File: config.mk
export PLATFORM = sky130hd
export DESIGN_NAME = p1_cc_extract
export DESIGN_NICKNAME = d
export VERILOG_FILES = /design/src/rtl/p1_cc_extract.sv
export SDC_FILE = /design/constraint.sdc
export NUM_CORES = 1
export LEC_CHECK = 0
export ABC_AREA = 1
export BUFFER_PORTS_ARGS = -buffer_cell sky130_fd_sc_hd__buf_2
export CAP_MARGIN = 20
export CORE_MARGIN = 3
export CORE_UTILIZATION = 29
export DETAILED_ROUTE_END_ITERATION = 8
export PLACE_DENSITY = 0.45
export SLEW_MARGIN = 10
export SYNTH_ARGS = -nofsm -noshare
export SYNTH_HDL_FRONTEND = slang
export SYNTH_SLANG_ARGS = --single-unit
File: constraint.sdc
create_clock -name clk -period 4.5 [get_ports clk]
set_input_delay 0 -clock clk [delete_from_list [all_inputs] [get_ports clk]]
set_output_delay 0 -clock clk [all_outputs]
set_load 0.01 [all_outputs]
File: src/rtl/p1_cc_extract.sv
// Protocol-1 host-to-radio stream parser: finds frame sync, extracts the
// C&C word for the control block, forwards TX samples, tracks link health.
module p1_cc_extract #(
  parameter int          FRAME_BYTES = 512,
  parameter logic [7:0]  SYNC_BYTE   = 8'h7F,
  parameter int          TIMEOUT_CYC = 2500000
) (
  input  logic        clk,
  input  logic        rst_n,
  input  logic [7:0]  in_data,
  input  logic        in_valid,
  input  logic        in_sop,
  output logic [5:0]  cmd_addr,
  output logic [31:0] cmd_data,
  output logic        cmd_ptt,
  output logic        cmd_requires_resp,
  output logic        cmd_rqst,
  output logic [7:0]  smp_data,
  output logic        smp_valid,
  output logic        smp_first,
  output logic [7:0]  sync_err_cnt,
  output logic        link_lost
);

  localparam int PAY_BYTES = FRAME_BYTES - 8;
  localparam int BCW = $clog2(PAY_BYTES);
  localparam int TCW = $clog2(TIMEOUT_CYC + 1);
  localparam logic [BCW-1:0] PAY_LAST = BCW'(PAY_BYTES - 1);
  localparam logic [TCW-1:0] TMO_MAX  = TCW'(TIMEOUT_CYC);

  // ST_S0 is the sync check on the byte right after a full payload
  typedef enum logic [3:0] {
    ST_HUNT, ST_S1, ST_S2,
    ST_C0, ST_C1, ST_C2, ST_C3, ST_C4,
    ST_PAY, ST_S0
  } state_e;

  state_e state_q, state_d;

  logic [BCW-1:0] bcnt_q, bcnt_d;
  logic [7:0]     sh0_q, sh0_d;
  logic [7:0]     sh1_q, sh1_d;
  logic [7:0]     sh2_q, sh2_d;
  logic [7:0]     sh3_q, sh3_d;
  logic [5:0]     cmd_addr_q, cmd_addr_d;
  logic [31:0]    cmd_data_q, cmd_data_d;
  logic           cmd_ptt_q, cmd_ptt_d;
  logic           cmd_resp_q, cmd_resp_d;
  logic           cmd_rqst_q, cmd_rqst_d;
  logic [7:0]     smp_data_q, smp_data_d;
  logic           smp_valid_q, smp_valid_d;
  logic           smp_first_q, smp_first_d;
  logic [7:0]     err_q, err_d;
  logic [TCW-1:0] tmo_q, tmo_d;
  logic           lost_q, lost_d;

  logic match;
  logic err_inc;
  logic in_frame;
  logic want_sync;

  assign match = (in_data == SYNC_BYTE);

  assign in_frame = (state_q == ST_C0) || (state_q == ST_C1) ||
                    (state_q == ST_C2) || (state_q == ST_C3) ||
                    (state_q == ST_C4) || (state_q == ST_PAY);

  assign want_sync = (state_q == ST_S1) || (state_q == ST_S2) ||
                     (state_q == ST_S0);

  // Frame parser: next state, shadow capture, commit and sample forward
  always_comb begin
    state_d     = state_q;
    bcnt_d      = bcnt_q;
    sh0_d       = sh0_q;
    sh1_d       = sh1_q;
    sh2_d       = sh2_q;
    sh3_d       = sh3_q;
    cmd_addr_d  = cmd_addr_q;
    cmd_data_d  = cmd_data_q;
    cmd_ptt_d   = cmd_ptt_q;
    cmd_resp_d  = cmd_resp_q;
    cmd_rqst_d  = 1'b0;
    smp_data_d  = smp_data_q;
    smp_valid_d = 1'b0;
    smp_first_d = 1'b0;
    err_inc     = 1'b0;
    if (in_valid) begin
      if (in_sop) begin
        state_d = match ? ST_S1 : ST_HUNT;
        err_inc = in_frame || (want_sync && !match);
      end else begin
        unique case (state_q)
          ST_HUNT: begin
            if (match) state_d = ST_S1;
          end
          ST_S1: begin
            if (match) state_d = ST_S2;
            else begin
              state_d = ST_HUNT;
              err_inc = 1'b1;
            end
          end
          ST_S2: begin
            if (match) state_d = ST_C0;
            else begin
              state_d = ST_HUNT;
              err_inc = 1'b1;
            end
          end
          ST_C0: begin
            sh0_d   = in_data;
            state_d = ST_C1;
          end
          ST_C1: begin
            sh1_d   = in_data;
            state_d = ST_C2;
          end
          ST_C2: begin
            sh2_d   = in_data;
            state_d = ST_C3;
          end
          ST_C3: begin
            sh3_d   = in_data;
            state_d = ST_C4;
          end
          ST_C4: begin
            cmd_addr_d = sh0_q[6:1];
            cmd_ptt_d  = sh0_q[0];
            cmd_resp_d = sh0_q[7];
            cmd_data_d = {sh1_q, sh2_q, sh3_q, in_data};
            cmd_rqst_d = 1'b1;
            bcnt_d     = '0;
            state_d    = ST_PAY;
          end
          ST_PAY: begin
            smp_valid_d = 1'b1;
            smp_data_d  = in_data;
            smp_first_d = (bcnt_q == '0);
            if (bcnt_q == PAY_LAST) state_d = ST_S0;
            else bcnt_d = bcnt_q + BCW'(1);
          end
          ST_S0: begin
            if (match) state_d = ST_S1;
            else begin
              state_d = ST_HUNT;
              err_inc = 1'b1;
            end
          end
          default: state_d = ST_HUNT;
        endcase
      end
    end
  end

  // Status: saturating sync error count and link timeout
  always_comb begin
    err_d = err_q;
    if (err_inc && (err_q != 8'hFF)) err_d = err_q + 8'd1;
    tmo_d  = tmo_q;
    lost_d = lost_q;
    if (cmd_rqst_d) begin
      tmo_d  = '0;
      lost_d = 1'b0;
    end else begin
      if (tmo_q != TMO_MAX) tmo_d = tmo_q + TCW'(1);
      lost_d = lost_q || (tmo_d == TMO_MAX);
    end
  end

  // State and output registers
  always_ff @(posedge clk) begin
    if (!rst_n) begin
      state_q     <= ST_HUNT;
      bcnt_q      <= '0;
      sh0_q       <= '0;
      sh1_q       <= '0;
      sh2_q       <= '0;
      sh3_q       <= '0;
      cmd_addr_q  <= '0;
      cmd_data_q  <= '0;
      cmd_ptt_q   <= 1'b0;
      cmd_resp_q  <= 1'b0;
      cmd_rqst_q  <= 1'b0;
      smp_data_q  <= '0;
      smp_valid_q <= 1'b0;
      smp_first_q <= 1'b0;
      err_q       <= '0;
      tmo_q       <= '0;
      lost_q      <= 1'b1;
    end else begin
      state_q     <= state_d;
      bcnt_q      <= bcnt_d;
      sh0_q       <= sh0_d;
      sh1_q       <= sh1_d;
      sh2_q       <= sh2_d;
      sh3_q       <= sh3_d;
      cmd_addr_q  <= cmd_addr_d;
      cmd_data_q  <= cmd_data_d;
      cmd_ptt_q   <= cmd_ptt_d;
      cmd_resp_q  <= cmd_resp_d;
      cmd_rqst_q  <= cmd_rqst_d;
      smp_data_q  <= smp_data_d;
      smp_valid_q <= smp_valid_d;
      smp_first_q <= smp_first_d;
      err_q       <= err_d;
      tmo_q       <= tmo_d;
      lost_q      <= lost_d;
    end
  end

  assign cmd_addr          = cmd_addr_q;
  assign cmd_data          = cmd_data_q;
  assign cmd_ptt           = cmd_ptt_q;
  assign cmd_requires_resp = cmd_resp_q;
  assign cmd_rqst          = cmd_rqst_q;
  assign smp_data          = smp_data_q;
  assign smp_valid         = smp_valid_q;
  assign smp_first         = smp_first_q;
  assign sync_err_cnt      = err_q;
  assign link_lost         = lost_q;

endmodule

==> results of run 1 <==
[worst max-delay path: stages, from the launching register on]
cell and delay (ns):
dfxtp_1 0.46, nand2_2 0.14, nor2_4 0.13, nand2_4 0.33
nor2_8 0.33, inv_1 0.47, o21ai_0 0.32
[layout make-up]
type | count | area [sq um]
clock buffer | 18 | 429
clock inverter | 14 | 154
fill | 1961 | 11600
inverter | 91 | 342
multi-input combinational | 515 | 2560
sequential | 127 | 2540
tap | 229 | 287
timing repair buffer | 85 | 508
[layout by cell type (no fill, tap or decap), drive strengths merged]
| master | Yosys | routed |
|---|---|---|
| nand2 | 153 | 153 |
| dfxtp | 127 | 127 |
| inv | 90 | 96 |
| nor2 | 95 | 95 |
| o21ai | 81 | 81 |
| nand3 | 75 | 75 |
| buf | 7 | 74 |
| a21oi | 62 | 62 |
| clkbuf | 20 | 18 |
| nand4 | 14 | 14 |
| dlygate4sd3 | 0 | 11 |
| xor2 | 8 | 8 |
| nor3 | 8 | 8 |
| ha | 5 | 5 |
| xnor2 | 4 | 4 |
| clkinv | 1 | 4 |
| nor3b | 3 | 3 |
| clkinvlp | 0 | 3 |
| bufinv | 0 | 2 |
| o31ai | 1 | 1 |
| a221oi | 1 | 1 |
| o21a | 1 | 1 |
| or2 | 1 | 1 |
| o21ba | 1 | 1 |
| a31oi | 1 | 1 |
| nor4 | 1 | 1 |
[flip-flops by register name, summed over array words and instances, names as in the netlist, 4 cells and up]
register	cells
cmd_data	32
sync_err_cnt	8
sh2_q	8
sh1_q	8
state_q	4
sh0_q	8
smp_data	8
tmo_q	22
sh3_q	8
cmd_addr	6
bcnt_q	9
[worst min-delay path by stage]
stage,depth (start not counted),endpoint,slack (ns),startpoint
floorplan,2,cmd_data[0],0.10,in_data[0]
global placement,3,sh3_q[1],0.33,rst_n
detailed placement,3,sh3_q[1],0.32,rst_n
CTS,3,state_q[2],0.02,in_valid
global route,3,state_q[2],0.09,in_valid
finish,3,state_q[2],0.05,in_valid
[cell families after synthesis]
group | Yosys count
xor gates and xnor gates | 12
AOI/OAI and AO/OA | 148
adders and majority gates | 5
buffers and inverters | 118
and+or+nand+nor | 350
DFF | 127
[through the flow]
step | setup slack (ns) | power [mW] | area (sq um)
after floorplan | 2.93 | 1.24 | 5550
after global placement | 2.02 | 1.28 | 6100
after detailed placement | 2.03 | 1.28 | 6100
after CTS | 2.01 | 2.67 | 6790
after global routing | 1.89 | 2.74 | 6820
final | 2.20 | 2.64 | 6820
[power by group]
group | internal [mW] | switching (mW) | leakage (nW)
clock | 0.824 | 0.548 | 0.279
combinational | 0.0383 | 0.0821 | 1.47
sequential | 1.14 | 0.0100 | 1.02
total | 2.00 | 0.640 | 2.77
[per-layer routing]
layer	GRT usage	share of wire
met1	0.201	0.49
met2	0.237	0.46
met3	0.0453	0.036
met4	0.0457	0.017
met5	0	0
==> flow_metrics.env, run 1 <==
export IMPL_cts_made_buffers=17
export IMPL_die_width_microns=144
export IMPL_io_pins=72
export IMPL_fin_crit_sh=0.511
export IMPL_cap_violations=0
export IMPL_die_area_sq_um=20800
export IMPL_dpl_hpwl_microns=10200
export IMPL_crit_type="register to register"
export IMPL_dp_cells=1035
export IMPL_path_clk_slew_ns=0.06
export IMPL_setup_violations=0
export IMPL_synthArstFlopShare=0
export IMPL_ant_nets=0
export IMPL_status="finished clean"
export IMPL_synthTopCellsByArea="dfxtp_1 (46%), nand2_1 (9.8%), nand3_1 (6.5%)"
export IMPL_fin_crit_ns=2.30
export IMPL_endpoint="cmd_data[17]"
export IMPL_p_per_area_nw_per_um2=387
export IMPL_cp_arrival_ns=2.62
export IMPL_fin_nets=854
export IMPL_netlist_area_sq_um=5550
export IMPL_coreArea_sq_um=18400
export IMPL_port_buffers=71
export IMPL_clk_path_buf_depth=2
export IMPL_routedWlPerCell_microns=13.8
export IMPL_ys_seq_area_frac=0.458
export IMPL_start_util=0.302
export IMPL_synthSimpleGateAreaFrac=0.291
export IMPL_ys_types=35
export IMPL_synthCells=760
export IMPL_htreeDepth=4
export IMPL_rrSetupSlack_ns=2.20
export IMPL_timing_rr_start="state_q[2]"
export IMPL_drt_wl_total_microns=14900
export IMPL_ctsHoldBuffers=11
export IMPL_crit_start="state_q[2]"
export IMPL_avgSynthCellArea_sq_um=7.30
export IMPL_drive_gt1_frac=0.161
export IMPL_hold_slack_ns=0.0500
export IMPL_synth_most_common_cell="nand2_1"
export IMPL_num_antenna_cells=0
export IMPL_grt_pass1_vias=4792
export IMPL_drc=0
export IMPL_peakVddDrop_v=0.000236
export IMPL_num_rows=49
export IMPL_synth_flop_cell="dfxtp_1"
export IMPL_drv_slew=0
export IMPL_synth_xor_area_frac=0.0189
export IMPL_clk_latency_ns=0.41
export IMPL_worst_setup_path_start_kind="register"
export IMPL_post_cts_resize_count=0
export IMPL_slew_headroom=0.346
export IMPL_dr_pass1_iters=5
export IMPL_grt_max_degree=77
export IMPL_ys_seq_elements=127
export IMPL_postCtsSetupRepairBufs=0
export IMPL_setup_tns_ns=0
export IMPL_num_vias=4915
export IMPL_min_path_type="input port to register"
export IMPL_grt_overflow=0
export IMPL_synthMuxAreaShare=0
export IMPL_viasPerCell=4.56
export IMPL_grtUsageTotal=0.151
export IMPL_finClkSkew_ns=0.00821
export IMPL_r2r_cells=6
export IMPL_yosysTopAreaCell="dfxtp_1"
export IMPL_crit_path_end_kind="register"
export IMPL_drtIter0Drc=296
export IMPL_required_ns=4.82
export IMPL_synth_top_family_by_area="simple AND/OR/NAND/NOR gates"
export IMPL_path_max_fanout=43
export IMPL_fin_cells=1079
export IMPL_yosysTopAreaCellShare=0.458
export IMPL_synth_compound_area_frac=0.140
export IMPL_hold_violations=0
export IMPL_synth_commonest_cells="nand2_1 (145), dfxtp_1 (127), inv_1 (87)"
export IMPL_synth_nets=777
export IMPL_p_leak_nw=2.77
export IMPL_finalWeightedCongestion=0.800
export IMPL_ys_warn_count=0
export IMPL_max_freq_mhz=435
export IMPL_antenna_found_initial=0
export IMPL_grt_pass1_wl_microns=24800
export IMPL_die_h_microns=144
export IMPL_synth_adder_area_share=0.0113
export IMPL_synth_edf_count=0
export IMPL_ctsRootBufferMaster="clkbuf_16"
export IMPL_cts_tree="done"
export IMPL_worst_slew_pin_slew_ns=0.980
export IMPL_final_core_util=0.371
export IMPL_reg2reg_to="cmd_data[17]"
export IMPL_area_delta_synth_final_pct=22.9
export IMPL_numClockSinks=127
export IMPL_grt_setup_unrepaired="false"
Note: power is estimated with default switching activity, not from simulation.
==> inputs of run 2 (changes only) <==
Clock period 4.5 ns to 2.34 ns, I/O delays scaled along.
==> run 2 against run 1 <==
  * Via count up 2.4%
  * Critical path depth is 1 higher
  * Die area did not move
  * Final area is 1.2% higher
  * Critical path type unchanged
  * Critical endpoint is now cmd_data[11]
  * Largest cell class unchanged
  * Largest power group unchanged
  * Highest routed layer unchanged
==> flow_metrics.env, run 2 (synthesized netlist as in run 1, its figures left out) <==
export IMPL_num_antenna_cells=0
export IMPL_num_rows=49
export IMPL_routedWlPerCell_microns=14.1
export IMPL_grt_max_degree=44
export IMPL_die_area_sq_um=20800
export IMPL_fin_nets=858
export IMPL_worst_setup_path_start_kind="register"
export IMPL_dp_slack_ns=0.392
export IMPL_crit_type="register to register"
export IMPL_dr_pass1_iters=5
export IMPL_cp_arrival_ns=2.16
export IMPL_status="finished clean"
export IMPL_max_freq_mhz=528
export IMPL_fin_crit_ns=1.89
export IMPL_antenna_found_initial=0
export IMPL_clk_path_buf_depth=2
export IMPL_num_vias=5032
export IMPL_numClockSinks=127
export IMPL_finalPower_mw=5.35
export IMPL_grtUsageTotal=0.152
export IMPL_grt_overflow=0
export IMPL_path_max_fanout=33
export IMPL_setup_slack_ns=0.445
export IMPL_cap_violations=0
export IMPL_fin_crit_sh=0.810
export IMPL_area_delta_synth_final_pct=24.3
export IMPL_p_leak_nw=2.82
export IMPL_start_util=0.302
export IMPL_dp_cells=1042
export IMPL_path_clk_slew_ns=0.06
export IMPL_required_ns=2.60
export IMPL_coreArea_sq_um=18400
export IMPL_cts_made_buffers=17
export IMPL_port_buffers=71
export IMPL_final_core_util=0.375
export IMPL_finClkSkew_ns=0.00818
export IMPL_p_per_area_nw_per_um2=776
export IMPL_clk_latency_ns=0.42
export IMPL_grt_pass1_wl_microns=24900
export IMPL_worst_slew_pin_slew_ns=0.930
export IMPL_crit_path_end_kind="register"
export IMPL_drv_slew=0
export IMPL_layout_filler_cells=1948
export IMPL_slew_headroom=0.379
export IMPL_htreeDepth=4
export IMPL_ant_nets=0
export IMPL_final_cell_mix="nand2_1 (145), dfxtp_1 (127), inv_1 (87)"
export IMPL_fin_cells=1083
export IMPL_largest_reg_flops=32
export IMPL_drtIter0Drc=290
export IMPL_io_pins=72
export IMPL_grt_setup_unrepaired="false"
export IMPL_drc=0
export IMPL_setup_violations=0
export IMPL_peakVddDrop_v=0.000489
export IMPL_grt_pass1_vias=4769
export IMPL_drt_wl_total_microns=15300
export IMPL_die_h_microns=144
export IMPL_cts_tree="done"
export IMPL_viasPerCell=4.65
export IMPL_drive_gt1_frac=0.169
export IMPL_final_common_cell="nand2_1"
export IMPL_setup_tns_ns=0
export IMPL_hold_violations=0
export IMPL_finalWeightedCongestion=0.833
export IMPL_ctsRootBufferMaster="clkbuf_16"
export IMPL_die_width_microns=144
export IMPL_postCtsSetupRepairBufs=0
export IMPL_min_path_type="input port to register"
export IMPL_dpl_hpwl_microns=10600
==> run 2: changes by cell type in the layout (fill, tap and decap cells not counted), sizes merged <==
| cell | before | now |
|---|---|---|
| buf | 74 | 80 |
| inv | 96 | 92 |
| clkbuf | 18 | 21 |
| bufinv | 2 | 4 |
| clkinv | 4 | 2 |
| dlygate4sd3 | 11 | 9 |
| clkinvlp | 3 | 4 |
==> run 2: through the flow <==
step                cell area (sq um)  hold slack (ns)
global route                     6900           0.0495
global placement                 6150            0.342
floorplan                        5550            0.103
detailed placement               6150            0.346
finish                           6900           0.0277
CTS                              6900           0.0149
==> run 2: where the power goes <==
group / internal, mW / switching (mW)
sequential: 2.18 / 0.0190
clock: 1.91 / 1.02
combinational: 0.0704 / 0.160
total: 4.16 / 1.20
==> run 2: path summary, 6_finish.rpt <==
| path | startpoint | endpoint | slack [ns] | cells past startpoint |
|---|---|---|---|---|
| worst max-delay path | state_q[3] | cmd_data[11] | 0.45 | 7 |
| worst max register to register | state_q[3] | cmd_data[11] | 0.45 | 7 |
| worst min register to register | sh3_q[0] | sh3_q[0] | 0.45 | 2 |
| worst min-delay path | in_valid | state_q[2] | 0.03 | 3 |
==> run 2: timing repair <==
action,in CTS,in global routing
endpoints found under the hold margin,25,0
gates resized for setup,0,0
hold buffers,9,0
==> run 2: area by class of cell <==
type	instances	area, sq um	area share
clock inverters	11	176	0.0256
multi-input cells	515	2560	0.371
repair buffers	89	513	0.0744
inverters	91	342	0.0495
well taps	229	287	0.0415
clock buffers	21	480	0.0697
flip-flops and latches	127	2540	0.369
==> run 2: layer usage <==
layer  global-route usage  up-vias  share of wire
met5                    0        -              0
met4               0.0383        0          0.011
met3               0.0450       19          0.044
met2                0.243       92           0.47
met1                0.202     2287           0.48
li1                     -     2634              -
==> run 2: worst max-delay path: stages (launching register included) <==
cell	delay (ns)
dfxtp_1	0.40
inv_2	0.07
nand2_2	0.12
nor2_4	0.05
nand2_4	0.19
nor2_8	0.04
inv_1	0.67
o21ai_0	0.17
